==> src/rtl/fifo_word_packer.sv <==
// fifo_word_packer
// Drains bytes from an 8-bit synchronous FIFO read port and packs LANES
// consecutive bytes into one wide word for the systolic-array row feeder.
// The word leaves over a valid/ready handshake. A flush pulse forces out a
// zero-padded partial word at the end of a tile.
//
// Optional feature: define PACKER_WORD_CNT_EN to add the word_cnt output,
// a 16-bit wrapping count of words handed off since reset.
module fifo_word_packer #(
    parameter int LANES  = 4,
    parameter int DATA_W = 8
) (
    input  logic                    clk,
    input  logic                    rst,
    input  logic [DATA_W-1:0]       fifo_dataout,
    input  logic                    fifo_empty,
    output logic                    fifo_rd_en,
    input  logic                    flush,
    output logic [LANES*DATA_W-1:0] out_data,
    output logic [3:0]              out_bytes,
    output logic                    out_valid,
    input  logic                    out_ready
`ifdef PACKER_WORD_CNT_EN
    ,
    output logic [15:0]             word_cnt
`endif
);

    typedef enum logic {
        FILL = 1'b0,
        HOLD = 1'b1
    } state_t;

    // Lane counts never exceed 8, so the 4-bit out_bytes width covers them.
    localparam int               CNT_W   = 4;
    localparam logic [CNT_W-1:0] LANES_C = CNT_W'(LANES);

    state_t                       state;
    logic [CNT_W-1:0]             fill_cnt;   // lanes already captured
    logic                         pend;       // read issued last cycle, data arrives now
    logic                         flush_req;  // partial word requested, draining pend
    logic [LANES-1:0][DATA_W-1:0] lane_q;     // lane 0 holds the first byte read
    logic [CNT_W-1:0]             occupied;   // captured lanes plus the one in flight
    logic                         handshake;

    // Lanes that are filled or already claimed by an outstanding read.
    always_comb begin
        // NOTE: every always_comb output gets a default first, so no path can infer a latch.
        occupied  = fill_cnt + CNT_W'(pend);
        handshake = out_valid && out_ready;
    end

    // Read request: only while collecting, with room left and no flush draining.
    always_comb begin
        fifo_rd_en = 1'b0;
        if (rst && (state == FILL) && !fifo_empty && !flush_req && (occupied < LANES_C)) begin
            fifo_rd_en = 1'b1;
        end
    end

    // The lane register is the output word; unfilled lanes stay zero.
    assign out_data = lane_q;

    // Packing FSM: capture bytes in FILL, present the word in HOLD.
    always_ff @(posedge clk or negedge rst) begin
        if (!rst) begin
            state     <= FILL;
            fill_cnt  <= '0;
            pend      <= 1'b0;
            flush_req <= 1'b0;
            // NOTE: the lane store is reset too; it doubles as out_data and must read 0 after reset.
            lane_q    <= '0;
            out_bytes <= '0;
            out_valid <= 1'b0;
        end else begin
            // NOTE: sequential state uses non-blocking assignments so every
            // branch below sees the pre-edge values of fill_cnt, pend and flush_req.
            pend <= fifo_rd_en;
            case (state)
                FILL: begin
                    if (pend) begin
                        for (int i = 0; i < LANES; i++) begin
                            if (fill_cnt == CNT_W'(i)) begin
                                lane_q[i] <= fifo_dataout;
                            end
                        end
                        fill_cnt <= fill_cnt + CNT_W'(1);
                    end

                    if (pend && (occupied == LANES_C)) begin
                        // This capture completes the word; a coincident flush is absorbed.
                        state     <= HOLD;
                        out_valid <= 1'b1;
                        out_bytes <= LANES_C;
                        flush_req <= 1'b0;
                    end else if (flush_req && !pend) begin
                        // Outstanding read has landed; emit what has been collected.
                        state     <= HOLD;
                        out_valid <= 1'b1;
                        out_bytes <= fill_cnt;
                        flush_req <= 1'b0;
                    end else if (flush && (occupied != '0)) begin
                        // Flush with nothing collected or in flight would make an empty word.
                        flush_req <= 1'b1;
                    end
                end

                HOLD: begin
                    // Word, byte count and valid stay frozen until accepted; flush is ignored.
                    if (handshake) begin
                        state     <= FILL;
                        out_valid <= 1'b0;
                        fill_cnt  <= '0;
                        lane_q    <= '0;
                    end
                end

                default: begin
                    state <= FILL;
                end
            endcase
        end
    end

`ifdef PACKER_WORD_CNT_EN
    // Count of accepted words, partial ones included; wraps naturally at 16 bits.
    always_ff @(posedge clk or negedge rst) begin
        if (!rst) begin
            word_cnt <= '0;
        end else if (handshake) begin
            word_cnt <= word_cnt + 16'd1;
        end
    end
`endif

endmodule

==> config.mk <==
export PLATFORM = sky130hd
export DESIGN_NAME = fifo_word_packer
export DESIGN_NICKNAME = d
export VERILOG_FILES = /design/src/rtl/fifo_word_packer.sv
export SDC_FILE = /design/constraint.sdc
export NUM_CORES = 1
export LEC_CHECK = 0
export CORE_AREA = 8 8 81 83
export DETAILED_ROUTE_END_ITERATION = 10
export DIE_AREA = 0 0 89 91
export PLACE_DENSITY = 0.73
export SLEW_MARGIN = 20
export SYNTH_ARGS = -nofsm -noshare
export SYNTH_HDL_FRONTEND = slang
export SYNTH_SLANG_ARGS = --single-unit
==> constraint.sdc <==
create_clock -name clk -period 2 [get_ports clk]
set_input_delay 0.2 -clock clk [delete_from_list [all_inputs] [get_ports clk]]
set_output_delay 0.2 -clock clk [all_outputs]
set_load 0.02 [all_outputs]
Word level (Yosys, flattened, before mapping)
Index checks and enable logic that the tools add are counted.

Output and inout port bits: 38. Register bits: 44.

Reduce and logical (&&, ||, !) cells: 23. Add/subtract/negate cells: 2. Multiplexer cells: 24. Bitwise logic cells: 1. Equal/unequal tests: 11. Order comparisons: 1.

Operators with widths (number): 32-bit 2-to-1 mux (2); 32-bit case mux with 2 select lines (1); 8-bit 2-to-1 mux (4); 4-bit 2-to-1 mux (4); 3-bit AND reduction (4); 1-bit 2-to-1 mux (10); 2-bit by 1-bit != test with 1-bit output, second input constant (5); 4-bit by 2-bit == test with 1-bit output, second input constant (2); 1-bit logical AND (8); 4-bit case mux with 2 select lines (1); 2-bit AND reduction (4); 4-bit by 1-bit adder with 4-bit output (1); 4-bit by 1-bit adder with 4-bit output, second input constant (1); 4-bit by 1-bit == test with 1-bit output, second input constant (1); 4-bit by 3-bit == test with 1-bit output, second input constant (1); 4-bit zero test (1); 4-bit by 3-bit less-than comparator with 1-bit output, second input constant (1); 1-bit case mux with 2 select lines (2); 4-bit nonzero test (1); 1-bit zero test (3); 3-bit by 1-bit != test with 1-bit output, second input constant (1); 3-bit nonzero test (1); 2-bit != test, second input constant (1); 2-bit nonzero test (1); 1-bit NOT (1).

Longest topological paths before layout
Gate-level depths: netlist of the first run.

Depth after elaboration: 6. Gate-level depth with buffers: 5.

Worst setup path after synthesis of the first run
Ideal clock, no wire load.

Path type: reg2out. Start: register fill_cnt[0]. End: output port fifo_rd_en. Cell stages (with the launch flop): 6. Data required time: 1.800 ns. Path slack: 0.140 ns. Path buffers: 0. Arrival: 1.660 ns. Cell sequence: dfrtp_1 > ha_1 > ha_1 > nor3_1 > a41oi_1 > nor3_1.

Longest elaborated chain between the ends: 4.

RTL lines: start, declared (RTL line 39) `logic [CNT_W-1:0] fill_cnt;`; start signal, assigned (RTL line 87) `fill_cnt <= fill_cnt + CNT_W'(1);`; 4-bit by 1-bit adder with 4-bit output (RTL line 49) `occupied = fill_cnt + CNT_W'(pend);`; 4-bit by 3-bit less-than comparator with 1-bit output (RTL line 56) `if (rst && (state == FILL) && !fifo_empty && !flush_req && (occupied < LANES_C)) begin`; 1-bit logical AND (RTL line 56); 1-bit 2-to-1 mux (RTL line 56); end, declared (RTL line 17) `output logic fifo_rd_en,`.

No other way between the ends.

Final worst setup path of the first run
Ends and elaborated chain as after synthesis.

==> key figures, run 1 <==
Die
  – Die Y: 91 um
  – I/O Pins: 51
  – Die width: 89 um
  – FP Rows: 27
  – Core footprint: 5340 sq um
  – Initial core utilization: 39.5%
  – Die area: 8100 sq um

Finish
  – Ratio of cells with drive above 1 in the final layout: 13.9%
  – FF/Latch Area: 1100 sq um
  – Synthesis-to-layout area growth: 36.8%
  – Final #Nets: 270
  – Finished layout cell area: 2880 sq um
  – N_diodes: 0
  – Multi-input gate area: 973 sq um
  – Fill cell count: 514

Worst setup path
  – Max incr delay on CP: 0.38 ns
  – CP endpoint kind: primary output
  – R2r endpoint: out_data[21]
  – Worst EP arrival: 1.69 ns
  – CP cell instances: ha_2, ha_2, nor3_4, a41oi_2, nor3_2, buf_4
  – Most used cell, CP: ha_2
  – Critical Path RT: 1.80 ns
  – CP max FO: 2
  – CP Launch Type: flop
  – Worst Path Buf+Inv: 1
  – FF-to-FF Start: state
  – Cell family with most CP delay: adder cells
  – Reg2Reg Depth: 4
  – Critical path type: flop to primary output
  – R2R setup slack: 0.37 ns
  – Critical-path top delay cell: dfrtp_1

Timing
  – Max-slew violations: 0
  – Final period utilization: 94.6%
  – Clock Skew: 0.0181 ns
  – Setup-failing EPs final: 0
  – Setup_tns: 0 ns
  – Post-route setup slack: 0.108 ns
  – Hold_ws: -0.000953 ns
  – Slew HR: 63.4%
  – Worst Tran Pin Value: 0.549 ns
  – Fmax: 0.528 GHz
  – Final Hold Fails: 1
  – Final Critical Period: 1.89 ns

Placement
  – Pre-CTS setup slack: -0.0951 ns
  – IO Port Bufs: 50
  – Placed instance area: 2770 sq um
  – Final GP Congestion: 0.742
  – DP HPWL: 3550 um

Clock tree
  – Latest clock arrival within the worst-skew pair: 0.31 ns
  – Clock transition at path regs: 0.09 ns
  – Htree depth: 2
  – TritonCTS Buffers: 5
  – Hold buffers post-CTS: 0
  – Clock buffer depth: 2
  – CTS tree: built
  – Sink Count: 44
  – Root buffer cell: clkbuf_8

Detailed routing
  – Drt first pass iters: 4
  – DRC errors left: 0
  – Initial DRC Count: 71
  – Routed Antenna Nets: 0
  – Routed via count: 1577
  – DR WL/cell: 15.6 um
  – Total Routed Length: 5060 um
  – Via-to-Cell Ratio: 4.87

Global route
  – Total gr overflow: 0
  – GRT Total Usage: 13.4%
  – First-pass GRT wire length: 8450 um
  – Largest net degree at the start of global routing: 45
  – Initial antenna violation count: 0
  – Vias in the first global route: 1741

Synthesis
  – Syn Std Cell Area: 2110 sq um
  – Netlist cell types: 31
  – Synthesis warning total: 0
  – Gate Count Post-Synth: 187
  – Register area share after synthesis: 52.2%
  – Syn avg cell area: 11.3 sq um
  – Mapped Nets: 206
  – Number of synthesized register bits: 44

Pwr
  – PwrDens: 519 nW/um^2
  – VDD IR-drop max: 0.430 mV
  – Leak: 1.41 nW
  – Total power: 1.50 mW

Outcome
  – Outcome: finished, violations left
  – Violated checks: negative hold slack

Run
  – Number of max-cap violations: 0

Min path
  – Hold Path Class: input port to asynchronous set/reset pin
-- cell families after synthesis --
| family | synth area share (%) |
|---|---|
| AO/OA/AOI/OAI | 9.08 |
| XOR/XNOR | 0.831 |
| adder cells (fa/ha/maj) | 3.56 |
| buffers and inverters | 2.97 |
| flip-flops | 52.2 |
| multiplexers | 17.1 |
| AND/OR/NAND/NOR | 14.2 |
-- power breakdown --
part	switching, mW	total (mW)	internal, mW
logic	0.0211	0.0419	0.0208
clock network	0.319	0.567	0.248
registers	0	0.889	0.889
-- synth_stat cells --
cell / instances / area share, %
o2111ai_1: 2 / 0.83
a21bo_1: 1 / 0.47
a41oi_1: 1 / 0.42
xor2_1: 2 / 0.83
o211a_1: 1 / 0.47
mux2i_1: 36 / 17
clkbuf_1: 3 / 0.53
and3_1: 1 / 0.30
o2111a_1: 1 / 0.53
o211ai_4: 4 / 4.0
buf_2: 2 / 0.47
nand2_1: 44 / 7.8
and4_1: 1 / 0.42
nor2b_1: 2 / 0.59
buf_6: 2 / 1.1
clkinv_1: 1 / 0.18
o31ai_1: 1 / 0.36
or3_1: 1 / 0.30
nand3_1: 3 / 0.71
nor3b_2: 1 / 0.59
a31oi_1: 1 / 0.30
nand3b_1: 2 / 0.71
nor2_1: 8 / 1.4
nor2_2: 1 / 0.30
ha_1: 6 / 3.6
dfrtp_1: 44 / 52
inv_1: 4 / 0.71
nor3_1: 2 / 0.47
a21oi_1: 5 / 1.2
nand2b_1: 2 / 0.59
o21ai_0: 2 / 0.47
-- per-stage QoR --
step	utilization, %	cells	hold slack [ns]
floorplan	-	187	-0.0956
detailed placement	51.9	316	0.360
global placement	51.9	316	0.362
global route	54.0	324	0.0506
finish	54.0	324	-0.000953
CTS	53.7	324	0.0153
-- cell usage in the layout (no fill, tap or decap), types with 2 or more instances in the layout --
cell / Yosys / layout
nand3b_1: 2 / 2
o21ai_0: 2 / 2
nand2_1: 44 / 44
clkbuf_8: 0 / 5
o211ai_4: 4 / 4
clkdlybuf4s50_1: 0 / 48
buf_4: 0 / 14
nor2_1: 8 / 8
nand3_1: 3 / 3
dfrtp_1: 44 / 44
ha_1: 6 / 4
nor2b_1: 2 / 2
ha_2: 0 / 2
inv_1: 4 / 4
nand2b_1: 2 / 2
a21oi_1: 5 / 5
o2111ai_1: 2 / 2
mux2i_1: 36 / 36
xor2_1: 2 / 2
-- per-layer routing --
layer | wire length, um | vias to the layer above | GRT usage (%)
li1 | - | 769 | -
met3 | 478 | 8 | 6.13
met4 | 73 | 0 | 5.13
met5 | 0 | - | 0
met1 | 2230 | 758 | 16.8
met2 | 2280 | 42 | 19.5
-- repair_timing --
| action | CTS | global route |
|---|---|---|
| gates cloned | 0 | 0 |
| pin swaps | 0 | 2 |
| buffers inserted | 0 | 0 |
| resized for setup | 7 | 5 |
| endpoints found under the setup margin | 1 | 1 |
-- flip-flops by register name, indices dropped and copies added (netlist names) --
| register | cells |
|---|---|
| fill_cnt | 4 |
| flush_req | 1 |
| out_bytes | 4 |
| out_data | 32 |
| out_valid | 1 |
| pend | 1 |
| state | 1 |
-- area by class of cell --
type	instances	area share (%)
clock inverters	3	0.738
clock buffers	5	2.39
well taps	72	3.12
repair buffers	64	21.2
multi-input cells	131	33.8
flip-flops and latches	44	38.2
inverters	5	0.651
-- how the worst max path moves through the flow --
stage                            from  cells after the start    endpoint  slack, ns
final                     fill_cnt[0]                      6  fifo_rd_en       0.11
after global routing      fill_cnt[0]                      6  fifo_rd_en      -0.01
after global placement    fill_cnt[0]                      6  fifo_rd_en      -0.07
after floorplan           fill_cnt[0]                      5  fifo_rd_en       0.14
after detailed placement  fill_cnt[0]                      6  fifo_rd_en       -0.1
after CTS                 fill_cnt[0]                      6  fifo_rd_en       0.05
No activity file was read; power rests on OpenSTA's default activity.
==> run 2: changes to the inputs <==
--- a/config.mk
+++ b/config.mk
@@ -9,7 +9,7 @@
 export DETAILED_ROUTE_END_ITERATION = 10
 export DIE_AREA = 0 0 89 91
 export PLACE_DENSITY = 0.73
-export SLEW_MARGIN = 20
+export SLEW_MARGIN = 40
 export SYNTH_ARGS = -nofsm -noshare
 export SYNTH_HDL_FRONTEND = slang
 export SYNTH_SLANG_ARGS = --single-unit
==> results of run 2 <==
The final DEF is identical to that of run 1; final timing and power are the same.
==> run 3: changes to the inputs <==
--- a/config.mk
+++ b/config.mk
@@ -6,6 +6,7 @@
 export NUM_CORES = 1
 export LEC_CHECK = 0
 export CORE_AREA = 8 8 81 83
+export CTS_CLUSTER_SIZE = 20
 export DETAILED_ROUTE_END_ITERATION = 10
 export DIE_AREA = 0 0 89 91
 export PLACE_DENSITY = 0.73
==> results of run 3 <==
The final DEF is identical to that of run 1; final timing and power are the same.
